File: src/rtl/if_id_queue.sv
// if_id_queue: instruction queue at the IF/ID boundary.
// It buffers fetched instructions so that I-cache timing is decoupled from
// decode stalls. It works as a first-word fall-through FIFO with no
// input-to-output bypass. A flush drops every queued (wrong-path) entry.
//
// Ports:
//   clk, rst_n       clock, asynchronous active-low reset
//   flush            drop all entries; has priority over push and pop
//   in_valid/ready   fetch handshake; in_ready = not full
//   in_instr/pc/pred_taken  fetched instruction, its PC, predictor bit
//   out_valid/ready  decode handshake; out_valid = not empty
//   out_instr/pc/pc_plus4/pred_taken/imm16  head entry; zero/NOP when empty
//   count            number of valid entries, 0..DEPTH
module if_id_queue #(
  parameter int unsigned DEPTH = 4,
  parameter int unsigned PTR_W = 2
) (
  input  logic             clk,
  input  logic             rst_n,
  input  logic             flush,
  input  logic             in_valid,
  output logic             in_ready,
  input  logic [31:0]      in_instr,
  input  logic [31:0]      in_pc,
  input  logic             in_pred_taken,
  output logic             out_valid,
  input  logic             out_ready,
  output logic [31:0]      out_instr,
  output logic [31:0]      out_pc,
  output logic [31:0]      out_pc_plus4,
  output logic             out_pred_taken,
  output logic [15:0]      out_imm16,
  output logic [PTR_W:0]   count
);

  localparam logic [PTR_W:0] FULL_CNT = (PTR_W+1)'(DEPTH);
  localparam logic [PTR_W:0] ONE_CNT  = (PTR_W+1)'(1);
  localparam logic [PTR_W-1:0] ONE_PTR = (PTR_W)'(1);

  // Each entry holds {pred_taken, pc, instr}.
  logic [64:0]      mem_q [DEPTH];
  logic [PTR_W-1:0] wr_ptr_q, wr_ptr_d;
  logic [PTR_W-1:0] rd_ptr_q, rd_ptr_d;
  logic [PTR_W:0]   count_q, count_d;

  logic        push, pop;
  logic [64:0] head;

  assign in_ready  = (count_q != FULL_CNT);
  assign out_valid = (count_q != '0);
  assign count     = count_q;

  // Flush masks both handshakes, so the pointers never move in a flush cycle.
  assign push = in_valid & in_ready & ~flush;
  assign pop  = out_valid & out_ready & ~flush;

  always_comb begin
    wr_ptr_d = wr_ptr_q;
    rd_ptr_d = rd_ptr_q;
    count_d  = count_q;
    if (flush) begin
      wr_ptr_d = '0;
      rd_ptr_d = '0;
      count_d  = '0;
    end else begin
      if (push) wr_ptr_d = wr_ptr_q + ONE_PTR;
      if (pop)  rd_ptr_d = rd_ptr_q + ONE_PTR;
      case ({push, pop})
        2'b10:   count_d = count_q + ONE_CNT;
        2'b01:   count_d = count_q - ONE_CNT;
        default: count_d = count_q;
      endcase
    end
  end

  always_ff @(posedge clk or negedge rst_n) begin
    if (!rst_n) begin
      wr_ptr_q <= '0;
      rd_ptr_q <= '0;
      count_q  <= '0;
      mem_q    <= '{default: '0};
    end else begin
      wr_ptr_q <= wr_ptr_d;
      rd_ptr_q <= rd_ptr_d;
      count_q  <= count_d;
      if (push) mem_q[wr_ptr_q] <= {in_pred_taken, in_pc, in_instr};
    end
  end

  // Stale array contents are masked while empty so decode sees a clean bubble.
  always_comb begin
    head = mem_q[rd_ptr_q];
    if (out_valid) begin
      out_instr      = head[31:0];
      out_pc         = head[63:32];
      out_pc_plus4   = head[63:32] + 32'd4;
      out_pred_taken = head[64];
    end else begin
      out_instr      = '0;
      out_pc         = '0;
      out_pc_plus4   = '0;
      out_pred_taken = 1'b0;
    end
  end

  assign out_imm16 = out_instr[15:0];

endmodule

File: config.mk
export PLATFORM = sky130hd
export DESIGN_NAME = if_id_queue
export DESIGN_NICKNAME = d
export VERILOG_FILES = /design/src/rtl/if_id_queue.sv
export SDC_FILE = /design/constraint.sdc
export NUM_CORES = 1
export LEC_CHECK = 0
export BUFFER_PORTS_ARGS = -buffer_cell sky130_fd_sc_hd__buf_2
export CORE_MARGIN = 2
export CORE_UTILIZATION = 29
export DETAILED_ROUTE_END_ITERATION = 10
export GPL_TIMING_DRIVEN = 0
export SYNTH_ARGS = -nofsm -noshare
export SYNTH_HDL_FRONTEND = slang
export SYNTH_SLANG_ARGS = --single-unit
File: constraint.sdc
create_clock -name clk -period 2.67 [get_ports clk]
set_clock_uncertainty 0.05 [all_clocks]
set_input_delay 0 -clock clk [delete_from_list [all_inputs] [get_ports clk]]
set_output_delay 0 -clock clk [all_outputs]
set_load 0.1 [all_outputs]
==> results.md, run 1 <==
- Status: complete, but fails checks
- Failing checks: negative setup slack
- Critical Setup Path Class: flip-flop to primary output
- Post-synth EDFFs: 0
- YS warnings: 0
- Initial core utilization: 0.2932
- Post-Syn Area: about 13000 um2
- Post-Synthesis Cells: 892
- Drt drc: 0
- Worst path most repeated cell: or4_4
- Post-synthesis mux area share: 0.3494
- Post-synthesis simple-gate area fraction: 0.07193
- CP peak stage delay: around 0.52 ns
- Primary FF master, synth: dfrtp_1
- CP top delay family: simple AND/OR/NAND/NOR gates
- Nets: 1319
- Total track usage: 0.1458
- Die height: about 210 um
- Reg clk slew, reported paths: approximately 0.06 ns
- Commonest non-fill, non-tap cell in the layout: dfrtp_1
- Pins Over Slew Limit: 0
- PortBufs: around 190
- Complex-gate fraction of the synthesized area: 0.008918
- Fillers: between 3000 and 4000
- Setup repair after global routing missed its margin: true
- First-pass GRT wire length: 53420 um
- Layout cells sized above 1: 0.6406
- Largest net degree at the start of global routing: approximately 120
- GRT Residual Overflow: 0
- Syn nets: 968
- Root buffer selected by CTS: clkbuf_16
- Synth Area in Adders: 0.006398
- Post-synth top area share: 0.5176
- Vias in the first global route: ~9400
- Fraction of registers with async set or reset after synthesis: 1.000
- Final WL: 34900 um
- CP required: 2.62 ns
- Most frequent cells in the layout: dfrtp_1, mux2_2, buf_2
- Synth cell types: 37
- Area of the multi-input gates: between 6000 and 7000 um2
- Tightest Pin Transition: roughly 0.62 ns
- R2R depth: 8
- Layout Cells excl Fill: approximately 1900
- Fmax: 301.5 MHz
- DRT iter0 DRCs: around 370
- ANT nets after route: 0
- Xor and xnor area share after synthesis: 0.01154
- Final Cycle Share: 1.242
- Clock net sink count: 267
- Antenna violations before repair: 1
- HP Class: input port to flip-flop
- Post-Place Worst Slack: -1.065 ns
- FF+latch area: 6693 um2
- Worst-path fanout max: 7
- Avg WL per Cell: 18.77 um
- Top cells by area, synth: dfrtp_1, mux2_2, mux4_2
- Fin. Hold Viols: 0
- Vias per cell: around 4.7
- Max-cap violations: 0
- CTS Buf Count: 30
- Post-DP HPWL: roughly 22000 um
- CP Launch Type: flip-flop
- Final hold slack: between 0.2 and 0.25 ns
- CP bufs+invs: 3
- Io pins: around 190
- Max transition margin: 0.5851
- Critical Path End Type: primary output
- Post-synthesis register bit count: 267
- Crit-path slowest cell: or4_4
- Area Overhead vs Synth: 47.02%
- Final setup margin: -0.6472 ns
- Worst path depth: 8
- Worst-path cell chain: buf_6 -> buf_16 -> mux4_2 -> nand4_4 -> or4_4 -> or4_4 -> a21oi_4 -> buf_12
- Vias: 8723
- Setup-failing EPs final: between 70 and 80
- Avg Inst Size Synth: 14.47 um2
- CTS tree: built
- Pre-Repair DR Iteration Count: 4
- Die ar.: around 46000 um2
- Bufs on Longest Clock Path: 3
- CTS H-tree lvls: 1
- Post-synthesis sequential area ratio: 0.5176
- Hold Path Depth: 3
- Largest family of logic cells by synthesized area: multiplexers
- Yosys top cell by area: dfrtp_1
- Clock Latency Late Sink: 0.55 ns
- Placed Instances: 1672
- Die X: 215.0 um
- Routability cong.: slightly below 0.8
- Tmin final: between 3 and 4 ns
- Setup TNS: -17.41 ns
- CORE AREA: between 40000 and 50000 um2
- Worst Path Arrival: around 3.3 ns
- # rows: slightly below 80
-- layout make-up --
| type | count | share of cell area |
|---|---|---|
| antenna | 1 | 0.0001319 |
| buffer | 73 | 0.03916 |
| clock buffer | 39 | 0.04457 |
| clock inverter | 16 | 0.009956 |
| inverter | 8 | 0.001912 |
| multi-input combinational | 542 | 0.3355 |
| sequential | 267 | 0.3527 |
| tap | 592 | 0.03903 |
| timing repair buffer | 321 | 0.1771 |
-- path summary, 6_finish.rpt --
path / from / end / slack [ns]
worst max-delay path: rd_ptr_q[0] / out_pc_plus4[25] / -0.65
worst min-delay path: in_pc[26] / mem_q[123] / 0.21
worst max register to register: count[1] / mem_q[80] / 0.13
worst min register to register: mem_q[129] / mem_q[129] / 0.45
max in group asynchronous: rst_n / mem_q[193] / 1.46
min in group asynchronous: rst_n / mem_q[9] / 0.50
-- synth_stat cells (all sizes together), types with 5 or more instances --
| cell type | n |
|---|---|
| o21ai | 6 |
| nand2 | 12 |
| clkbuf | 25 |
| mux2 | 267 |
| nor2 | 32 |
| xor2 | 5 |
| ha | 5 |
| nand3 | 17 |
| a21oi | 11 |
| inv | 8 |
| dfrtp | 267 |
| and4 | 5 |
| nor3 | 11 |
| and2 | 62 |
| or3 | 6 |
| buf | 50 |
| mux4 | 65 |
| xnor2 | 12 |
-- registers in the layout, summed over array words and instances (netlist names) --
name      count
mem_q       260
count         3
rd_ptr_q      2
wr_ptr_q      2
-- cells by family (layout without fill, tap and decap cells) --
| family | count (synthesis) | in the layout |
|---|---|---|
| AO/OA/AOI/OAI | 21 | 21 |
| XOR/XNOR | 17 | 17 |
| adder cells (fa/ha/maj) | 6 | 6 |
| buffers and inverters | 83 | 457 |
| flip-flops | 267 | 267 |
| multiplexers | 334 | 334 |
| other | 0 | 1 |
| AND/OR/NAND/NOR | 164 | 164 |
-- per-stage QoR --
| step | util | area (um2) |
|---|---|---|
| floorplan | - | 13180 |
| global placement | 0.3373 | 14850 |
| detailed placement | 0.3387 | 14910 |
| CTS | 0.4097 | 18040 |
| global route | 0.4310 | 18980 |
| finish | 0.4310 | 18980 |
-- what timing repair did --
action	CTS	global route
endpoints found under the hold margin	534	0
pin swaps	13	24
cloned	1	2
setup buffers	30	30
setup endpoints to repair	335	321
hold buffers	73	0
resized for setup	323	192
-- worst reg2reg max path: stages, from the launching register on --
cell      delay [ns]
dfrtp_4         0.52
or3b_2          0.48
clkbuf_8        0.16
nand2_1         0.11
nor2_1          0.09
nand2_1         0.11
buf_4           0.26
buf_4           0.28
mux2_2          0.36
-- layer usage --
layer,track usage,vias to the layer above,share of wire
met5,0,-,0
met4,0.03862,0,0.021
met3,0.02576,48,0.049
met2,0.2513,210,0.51
met1,0.1894,4513,0.42
li1,-,3952,-
Power of run 1 is left out: the tool's default activity adds up to more than one toggle a clock period on the data nets, which glitch-free logic cannot reach.
==> inputs of run 2 (changes only) <==
Settings changed: CORE_ASPECT_RATIO set to 1.2, HOLD_SLACK_MARGIN set to 0.03.
==> results.md, run 2 (synthesized netlist as in run 1, its figures left out) <==
- Status: complete, but fails checks
- Failing checks: negative setup slack
- Setup repair after global routing missed its margin: true
- Most frequent cells in the layout: dfrtp_1, mux2_2, buf_4
- Hold Path Origin: in_instr[16]
- DRT iter0 DRCs: roughly 240
- Avg WL per Cell: 18.76 um
- Die height: 235.1 um
- Max reg flops: between 200 and 300
- # rows: 84
- R2R depth: 8
- Commonest non-fill, non-tap cell in the layout: dfrtp_1
- CTS H-tree lvls: 1
- Clock net sink count: about 270
- Reg with most FFs: mem_q
- Final Cycle Share: 1.237
- Max transition margin: 0.5829
- Fillers: about 4100
- Area Overhead vs Synth: 36.97%
- Total track usage: 0.1457
- Vias: 8562
- Largest net degree at the start of global routing: ~120
- FF+latch area: around 6700 um2
- Root buffer selected by CTS: clkbuf_16
- CP Launch Type: flip-flop
- Clock Latency Late Sink: roughly 0.56 ns
- Critical Path End Type: primary output
- Setup-failing EPs final: 70
- WHS Endpoint: mem_q[81]
- R2r setup slk: around 0.11 ns
- CTS Buf Count: 29
- Tightest Pin Transition: 0.6257 ns
- CORE AREA: around 44000 um2
- First-pass GRT wire length: about 53000 um
- Max-cap violations: 0
- Drt drc: 0
- Final setup margin: -0.6337 ns
- Routability cong.: just over 0.8
- Fin. Hold Viols: 0
- Launch point of the worst reg-to-reg path: count[1]
- Initial core utilization: 0.2938
- Reg clk slew, reported paths: 0.06 ns
- Io pins: between 150 and 200
- Critical Setup Path Class: flip-flop to primary output
- Vias per cell: approximately 4.8
- Critical R2R Capture: mem_q[82]
- ANT nets after route: 0
- Nets: 1290
- Die ar.: 46220 um2
- GRT Residual Overflow: 0
- Bufs on Longest Clock Path: 3
- Layout cells sized above 1: 0.6139
- PortBufs: about 190
- CTS tree: built
- HP Class: input port to flip-flop
- Pre-Repair DR Iteration Count: 4
- Setup TNS: -16.00 ns
- Antenna violations before repair: 3
- Layout Utilization: 0.4024
- Worst-path fanout max: 7
- Fmax: roughly 300 MHz
- Area of the multi-input gates: 6197 um2
- Vias in the first global route: around 9300
- CP required: ~2.6 ns
- Worst Path Arrival: approximately 3.3 ns
- Hold Path Depth: 3
- Die X: between 150 and 200 um
- Tmin final: between 3 and 4 ns
- Final WL: roughly 34000 um
- Pins Over Slew Limit: 0
- Post-DP HPWL: 22450 um
run 2: final cells by class:
cell class	instances	area share
Antenna cell	2	0.0002831
Tap cell	559	0.03956
Inverter	8	0.001699
Buffer	72	0.03602
Sequential cell	267	0.3786
Clock inverter	8	0.003822
Multi-Input combinational cell	542	0.3505
Clock buffer	42	0.04664
Timing Repair Buffer	294	0.1429
run 2: metal layers:
metal	vias up	track usage	part of all wire
met5	-	0	0.00039
met4	2	0.04671	0.024
met3	54	0.02607	0.047
met2	211	0.2553	0.50
met1	4429	0.1817	0.42
li1	3866	-	-
run 2: worst max path at each step:
stage                 from               end  cells after the start
2_1_floorplan  rd_ptr_q[0]  out_pc_plus4[29]                      8
3_3_place_gp         rst_n          count[2]                      1
3_5_place_dp   rd_ptr_q[1]      out_instr[2]                      8
4_1_cts        rd_ptr_q[0]  out_pc_plus4[29]                      8
5_1_grt        rd_ptr_q[0]  out_pc_plus4[29]                      8
6_report       rd_ptr_q[0]  out_pc_plus4[29]                      8
run 2: per-stage QoR:
stage	area (um2)	worst slack, ns	hold WS (ns)	cells
floorplan	13180	-0.2877	-0.3456	892
global placement	14810	-4.292	0.2269	1637
detailed placement	14870	-1.124	-0.1315	1639
CTS	17170	-0.6742	0.1690	1777
global route	17680	-0.7233	0.2006	1794
finish	17680	-0.6337	0.2031	1794
run 2: worst max-delay path, cell delays in order, from the launching register on:
cell     delay (ns)
dfrtp_1        0.39
buf_6          0.15
buf_4          0.14
mux4_2         0.39
nand4_4        0.13
or4_4          0.60
or4_4          0.52
a21oi_4        0.18
buf_12         0.19
run 2: timing repair:
item	4_1_cts	5_1_grt
endpoints found under the hold margin	534	0
hold buffers	72	0
pin swaps	6	9
setup endpoints to repair	321	340
setup buffers	18	15
cloned	0	1
gates resized for setup	180	153
Power of run 2 is left out for the same reason.
